$ cat src/rtl/alu_share_arbiter.sv
// Round-robin share of one combinational ALU between two requesters, with a programmable settle window.
// Latency: accept at edge E -> rspN_valid after edge E+SETTLE; one op per SETTLE+2 cycles at best.
// Backpressure: request ready only in IDLE; response held in RESP until rspN_ready, stalling both requesters.
module alu_share_arbiter #(
    parameter int WIDTH  = 32,
    parameter int OPW    = 3,
    parameter int SETTLE = 2
) (
    input  logic             clk,
    input  logic             rst_n,
    input  logic             req0_valid,
    output logic             req0_ready,
    input  logic [OPW-1:0]   req0_op,
    input  logic [WIDTH-1:0] req0_a,
    input  logic [WIDTH-1:0] req0_b,
    input  logic             req1_valid,
    output logic             req1_ready,
    input  logic [OPW-1:0]   req1_op,
    input  logic [WIDTH-1:0] req1_a,
    input  logic [WIDTH-1:0] req1_b,
    output logic             rsp0_valid,
    input  logic             rsp0_ready,
    output logic [WIDTH-1:0] rsp0_data,
    output logic             rsp1_valid,
    input  logic             rsp1_ready,
    output logic [WIDTH-1:0] rsp1_data,
    output logic [OPW-1:0]   alu_op,
    output logic [WIDTH-1:0] alu_a,
    output logic [WIDTH-1:0] alu_b,
    input  logic [WIDTH-1:0] alu_result,
    output logic             busy
);

    typedef enum logic [1:0] {IDLE, EXEC, RESP} state_t;

    typedef struct packed {
        logic [OPW-1:0]   op;
        logic [WIDTH-1:0] a;
        logic [WIDTH-1:0] b;
    } alu_cmd_t;

    localparam logic [3:0] CNT_LAST = 4'(SETTLE - 1);

    state_t           state_q, state_d;
    logic [3:0]       cnt_q, cnt_d;
    alu_cmd_t         cmd_q, cmd_d;
    logic             owner_q, owner_d;
    logic             last_grant_q, last_grant_d;
    logic             rsp0_valid_q, rsp0_valid_d;
    logic             rsp1_valid_q, rsp1_valid_d;
    logic [WIDTH-1:0] rsp0_data_q, rsp0_data_d;
    logic [WIDTH-1:0] rsp1_data_q, rsp1_data_d;

    logic gnt0, gnt1;

    // On a tie the requester that did not win last time gets the ALU.
    always_comb begin
        gnt0 = req0_valid && (!req1_valid || last_grant_q);
        gnt1 = req1_valid && (!req0_valid || !last_grant_q);
    end

    // Gated by rst_n so no handshake can complete while reset is held.
    assign req0_ready = rst_n && (state_q == IDLE) && gnt0;
    assign req1_ready = rst_n && (state_q == IDLE) && gnt1;

    always_comb begin
        state_d      = state_q;
        cnt_d        = cnt_q;
        cmd_d        = cmd_q;
        owner_d      = owner_q;
        last_grant_d = last_grant_q;
        rsp0_valid_d = rsp0_valid_q;
        rsp1_valid_d = rsp1_valid_q;
        rsp0_data_d  = rsp0_data_q;
        rsp1_data_d  = rsp1_data_q;
        case (state_q)
            IDLE: begin
                if (req0_valid && req0_ready) begin
                    cmd_d        = '{op: req0_op, a: req0_a, b: req0_b};
                    owner_d      = 1'b0;
                    last_grant_d = 1'b0;
                    cnt_d        = '0;
                    state_d      = EXEC;
                end else if (req1_valid && req1_ready) begin
                    cmd_d        = '{op: req1_op, a: req1_a, b: req1_b};
                    owner_d      = 1'b1;
                    last_grant_d = 1'b1;
                    cnt_d        = '0;
                    state_d      = EXEC;
                end
            end
            EXEC: begin
                cnt_d = cnt_q + 4'd1;
                if (cnt_q == CNT_LAST) begin
                    if (owner_q) begin
                        rsp1_data_d  = alu_result;
                        rsp1_valid_d = 1'b1;
                    end else begin
                        rsp0_data_d  = alu_result;
                        rsp0_valid_d = 1'b1;
                    end
                    state_d = RESP;
                end
            end
            RESP: begin
                if (owner_q && rsp1_ready) begin
                    rsp1_valid_d = 1'b0;
                    state_d      = IDLE;
                end else if (!owner_q && rsp0_ready) begin
                    rsp0_valid_d = 1'b0;
                    state_d      = IDLE;
                end
            end
            default: state_d = IDLE;
        endcase
    end

    always_ff @(posedge clk or negedge rst_n) begin
        if (!rst_n) begin
            state_q      <= IDLE;
            cnt_q        <= '0;
            cmd_q        <= '0;
            owner_q      <= 1'b0;
            last_grant_q <= 1'b1;
            rsp0_valid_q <= 1'b0;
            rsp1_valid_q <= 1'b0;
            rsp0_data_q  <= '0;
            rsp1_data_q  <= '0;
        end else begin
            state_q      <= state_d;
            cnt_q        <= cnt_d;
            cmd_q        <= cmd_d;
            owner_q      <= owner_d;
            last_grant_q <= last_grant_d;
            rsp0_valid_q <= rsp0_valid_d;
            rsp1_valid_q <= rsp1_valid_d;
            rsp0_data_q  <= rsp0_data_d;
            rsp1_data_q  <= rsp1_data_d;
        end
    end

    assign alu_op     = cmd_q.op;
    assign alu_a      = cmd_q.a;
    assign alu_b      = cmd_q.b;
    assign rsp0_valid = rsp0_valid_q;
    assign rsp1_valid = rsp1_valid_q;
    assign rsp0_data  = rsp0_data_q;
    assign rsp1_data  = rsp1_data_q;
    assign busy       = (state_q != IDLE);

endmodule

$ cat config.mk
export PLATFORM = sky130hd
export DESIGN_NAME = alu_share_arbiter
export DESIGN_NICKNAME = d
export VERILOG_FILES = /design/src/rtl/alu_share_arbiter.sv
export SDC_FILE = /design/constraint.sdc
export NUM_CORES = 1
export LEC_CHECK = 0
export CAP_MARGIN = 20
export CORE_ASPECT_RATIO = 2
export CORE_MARGIN = 5
export CORE_UTILIZATION = 38
export CTS_CLUSTER_DIAMETER = 150
export DETAILED_ROUTE_END_ITERATION = 7
export PLACE_DENSITY_LB_ADDON = 0.05
export REMOVE_ABC_BUFFERS = 1
export SLEW_MARGIN = 20
export SYNTH_ARGS = -nofsm -noshare
export SYNTH_HDL_FRONTEND = slang
export SYNTH_SLANG_ARGS = --single-unit
$ cat constraint.sdc
create_clock -name clk -period 1.55 [get_ports clk]
set_input_delay 0.31 -clock clk [delete_from_list [all_inputs] [get_ports clk]]
set_output_delay 0.31 -clock clk [all_outputs]
set_load 0.005 [all_outputs]
======== Word-level counts from Yosys, hierarchy flattened ========
Cells that the tools add are included.
Widths: inputs -> output; s select.
word-level totals
  bits in registers ....................... 141
  input port bits ......................... 172
  output and inout bits ................... 136
  logic and storage cells ................. 73
cells by class
  add/subtract/negate cells ............... 1
  equality and inequality tests ........... 11
  multiplexer cells ....................... 22
  bitwise logic cells ..................... 1
  reduce and logical (&&, ||, !) cells .... 27
operators with widths
  cell                 count
  $mux 67              2
  $ne 2x2->1 const B   6
  $mux 2               5
  $logic_and 1x1->1    9
  $mux 1               9
  $reduce_and 3->1     3
  $mux 4               2
  $pmux 4 s2           1
  $reduce_bool 2->1    4
  $pmux 2 s3           1
  $reduce_and 5->1     1
  $add 4x1->4 const B  1
  $eq 4x1->1 const B   1
  $logic_not 1->1      4
  $pmux 1 s2           2
  $reduce_and 2->1     2
  $reduce_and 4->1     1
  $ne 3x1->1 const B   1
  $ne 3x3->1 const B   1
  $eq 2x1->1 const B   1
  $eq 2x2->1 const B   1
  $logic_not 2->1      1
  $logic_or 1x1->1     2
  $not 1->1            1

======== Depth between registers and ports, before layout ========
  depth in word-level cells ............... 8
  depth in mapped cells ................... 7
  depth with buffers taken out ............ 5

======== Worst setup path before layout ========
OpenSTA, ideal clock, no wires.
  path type ............................... register to register
  from .................................... reg cnt_q[1]
  to ...................................... reg rsp0_data_q[4] (netlist: rsp0_data[4])
  setup time .............................. 0.125 ns
  arrival time ............................ 1.544 ns
  required time ........................... 1.425 ns
  setup slack ............................. -0.119 ns
  stages on the path, launching flop included .. 7
  path buffers ............................ 1
  clock period less this slack ............ 1.669 ns
  cell sequence ........................... dfrtp_1 inv_1 ha_1 nor4b_4 nand3_2 clkbuf_8 mux2_4
between the ends
  cells in the longest elaborated chain, start to end .. 2
RTL lines
  what                        RTL line  text
  start: declaration          45        logic [3:0] cnt_q, cnt_d;
  start signal: assignment    131       cnt_q <= cnt_d;
  $eq 4x1->1                  94        if (cnt_q == CNT_LAST) begin
  $reduce_and 3->1 (no line)  n/a
  end signal: assignment      137       rsp0_data_q <= rsp0_data_d;
  end: declaration            51        logic [WIDTH-1:0] rsp0_data_q, rsp0_data_d;
No other way between the ends.
A chain may end at the register's enable or synchronous reset.

======== Worst setup path after layout ========
  from .................................... reg state_q[1]
  to ...................................... reg cmd_q, in the netlist alu_op[1]
between the ends
  cells in the longest elaborated chain, start to end .. 6
  elaborated cells on any way between the ends .. 9
  classes of those cells .................. 1 x mux; 8 x reduce/logical
RTL lines
  what                                         RTL line    text
  start: declaration                           44          state_t state_q, state_d;
  start signal: assignment                     130         state_q <= state_d;
  $logic_not 2->1 *                            63, 64, 76
  $logic_and 1x1->1                            63, 64
  $logic_and 1x1->1, on equally long branches  63, 64
  $logic_and 1x1->1, on equally long branches  78, 84
  $reduce_bool 2->1 (no line)                  n/a
  $reduce_and 2->1 (no line)                   n/a
  end signal: assignment                       132         cmd_q <= cmd_d;
  end: declaration                             46          alu_cmd_t cmd_q, cmd_d;
Mark *: on every way between the ends. The rest lies on a longest branch, timed or not.

==> results.md <==
- The run finished, with violations left.
- The final reports fail on hold timing, setup timing.
- After clock tree synthesis, the flow added hold-fix buffers numbering 1.
- The clock share of power is 18.7%.
- The total overflow left after global routing is 0.
- The static leakage is 0.00541 µW.
- In this run, the number of DRC markers left after iteration 0 of detailed routing was 390.
- On the final layout, the worst hold slack is -328 ps.
- The share of power burned in registers is 29.3%.
- The most repeated cell in the gate-level netlist after synthesis is dfrtp_1.
- The total net switching power is 7900 µW.
- From synthesis to final layout, the design area changed by 91.3%.
- In this run, synthesis produced a sequential element count of 141.
- The required time of the critical path is 1830 ps.
- Of all cell types, the one taking the most synthesized area is dfrtp_1.
- The maximum fanout count along the critical path is 18.
- The headroom to the max-slew limit is 14.2%.
- The post-CTS clock slew at the launch and capture registers of the worst setup and hold paths is 60 ps.
- The post-synth design cell area is 6630 µm².
- The starting density of the core is 38.6%.
- The register area share after synthesis is 53.2%.
- The global-route wire length before repair is 40600 µm.
- Sorting the synthesized cells by area gives the leading types as dfrtp_1 (53%), mux2_2 (10%), o31ai_1 (7.6%), a31oi_1 (6.3%), nand4_1 (6.3%).
- The buffer cell driving the clock tree root is clkbuf_16.
- In this run the deepest clock path goes through 2 buffers.
- The routability-driven placement congestion ratio is 0.776.
- The slowest cell on the critical path is or3b_4.
- The worst setup slack after layout is -372 ps.
- The later pin in the worst-skew pair is clocked with a latency of 420 ps.
- The H-tree was split into 4 levels.
- The final-stage net count is 1107.
- The gate count of the mapped netlist is 599.
- The I/O pin count is 308.
- The largest stage delay on the critical path is 430 ps.
- For this run, the total global-route usage over all layers was measured as 26.3%.
- The reported max-cap violation count is 0.
- The critical path capture point type is a register.
- The overall die height is 197 µm.
- The detailed router placed 6983 vias in this run.
- The worst path in the final design needs a cycle of 1920 ps, including I/O delays and setup.
- The die span in x is 103 µm.
- The cell-internal power is 14500 µW.
- Using the TritonRoute via totals, the vias-per-cell ratio works out to 6.04.
- The fraction of power spent switching nets is 35.3%.
- The critical path contains buffers and inverters numbering 2 combined.
- The number of iterations in the first detailed-routing pass is 5.
- By count the netlist is led by dfrtp_1 (140), a21oi_1 (71), a31oi_1 (67), nand4_1 (67), o31ai_1 (67).
- The yosys synthesis warning count is 0.
- Grouping stages by cell kind, the critical path spends the most delay in buffers and inverters.
- TritonCTS built the clock tree.
- The final hold violation count came to 1.
- The routed wire length per instance is 25.7 µm.
- The number of different library cells used by synthesis comes to 38.
- Across the routed clock network, the largest skew measured is 13.1 ps.
- The design draws 22400 µW.
- The total power per unit cell area is 1770 nW/µm².
- The critical path is of the reg2reg type.
- VDD sags by at most 978 µV.
- The worst setup path is launched from a register.
- The via count of the first global-routing pass was 7213.
- The routed design has 29700 µm of wire.
- At the pin with the least slew margin, the transition time is 1290 ps.
- In this run, CTS created clock tree buffers numbering 17.
- A synthesized cell averages 11.1 µm².
- The main flop type after synthesis is dfrtp_1.
- For the worst setup path, the data arrival time is 2200 ps.
- The setup violation total in the final timing report is 139.
- The synthesized design contains 0 enable-type register cells.
- The share of the cycle needed by the critical path after routing is 124%.
- In the routed design, unresolved DRC markers number 0.
- The site row count is 68.
- Setup repair after global routing could not meet its margin everywhere.
- The critical path goes through or3b_4 -> buf_6 -> bufbuf_16 -> o31ai_1 -> a31oi_1.
- The clock net in this run drives a total of 141 sinks.
- Once detailed placement completed, the half-perimeter wirelength came to 16100 µm.
- In this run the standard cell core region covers 17200 µm².
- The top cell type by area accounts for 52.8% of the synthesized area.
- Entering global routing, the biggest net connects 140 pins.
- The floorplan die area is 20400 µm².
- The share of flip-flops with an asynchronous set or reset is 100%.
- The portion of total power attributed to combinational logic is 52.0%.
- The final count of pins violating max slew is 0.
- The post-detailed-route count of antenna-violating nets is 0.
- The initial antenna violation count came to 1.
- The ratio of cells with drive above 1 in the final layout is 29.3%.
- The path category of the worst min-delay check is in2async.
- The achievable clock frequency is 520 MHz.
- The count of input and output buffers is 307.
## cells in the final DEF (no fill, tap or decap), types with 23 or more instances in the layout
cell type / count
a31oi_1: 31
a21oi_1: 70
a31oi_4: 35
dlygate4sd2_1: 61
clkbuf_16: 27
buf_4: 33
mux2_2: 58
clkdlybuf4s50_1: 169
o31ai_4: 23
o31ai_1: 27
dlymetal6s2s_1: 72
nand4_1: 67
dfrtp_1: 140
## area by class of cell
type	instances	area (µm²)
Antenna cell	1	2.50
Clock buffer	19	443
Clock inverter	13	160
Fill cell	1193	4490
Inverter	3	11.3
Multi-Input combinational cell	378	3750
Sequential cell	141	3530
Tap cell	210	263
Timing Repair Buffer	392	4540
## registers in the layout (all words and copies together) (netlist names)
name and cells:
rsp1_valid 1, last_grant_q 1, rsp0_data 32, alu_b 32, cnt_q 4, rsp1_data 32
owner_q 1, alu_op 3, state_q 2, rsp0_valid 1, alu_a 32
## metal layers
metal	part of all wire (%)	vias to the layer above	GRT usage, %
met5	0	-	0
met4	5.0	0	12.5
met3	6.9	88	7.19
met2	55	390	46.2
met1	33	3484	28.4
li1	-	3021	-
## power by group through the flow
stage / Sequential (µW) / Combinational, µW / Clock, µW
global route: 6770 / 12300 / 4430
floorplan: 6670 / 2870 / 0
CTS: 6560 / 9790 / 4280
global placement: 6500 / 8870 / 0
detailed placement: 6590 / 9070 / 0
finish: 6570 / 11600 / 4200
## repair_timing
item / in CTS / in global routing
buffers inserted: 15 / 17
gates resized for setup: 109 / 221
endpoints found under the hold margin: 2 / 1
pin swaps: 5 / 13
gates cloned: 13 / 13
setup endpoints to repair: 274 / 214
## per-stage QoR
| step | cells | utilization [%] | instance area [µm²] | setup TNS [ps] | setup slack, ps |
|---|---|---|---|---|---|
| 3_5_place_dp | 1071 | 58.1 | 9980 | -44520 | -521 |
| 3_3_place_gp | 1071 | 58.1 | 9980 | -44550 | -507 |
| 6_report | 1157 | 73.9 | 12700 | -37460 | -372 |
| 2_1_floorplan | 522 | - | 6260 | -510350 | -7210 |
| 4_1_cts | 1132 | 64.8 | 11100 | -39290 | -352 |
| 5_1_grt | 1157 | 73.9 | 12700 | -45200 | -398 |
## worst paths after layout
kind	start	end	slack, ps	cells past startpoint
hold reg to reg	rsp1_data[6]$_DFFE_PN0P_	rsp1_data[6]$_DFFE_PN0P_	500	1
min in group clk	req1_a[12]	alu_a[12]$_DFFE_PN0P_	460	3
setup / recovery	state_q[1]$_DFFE_PN0P_	alu_op[1]$_DFFE_PN0P_	-370	5
setup reg to reg	state_q[1]$_DFFE_PN0P_	alu_op[1]$_DFFE_PN0P_	-370	5
max in group asynchronous	rst_n	alu_b[24]$_DFFE_PN0P_	840	3
hold / removal	rst_n	state_q[0]$_DFFE_PN0P_	-330	1
## cells by family after synthesis
logic type / synth area share, %
adder cells (fa/ha/maj): 0.377
buffers and inverters: 5.83
flip-flops: 53.2
XOR/XNOR: 0.264
AND/OR/NAND/NOR: 9.13
multiplexers: 11.1
AO/OA/AOI/OAI: 20.1
Power figures use the tool's default switching activity.
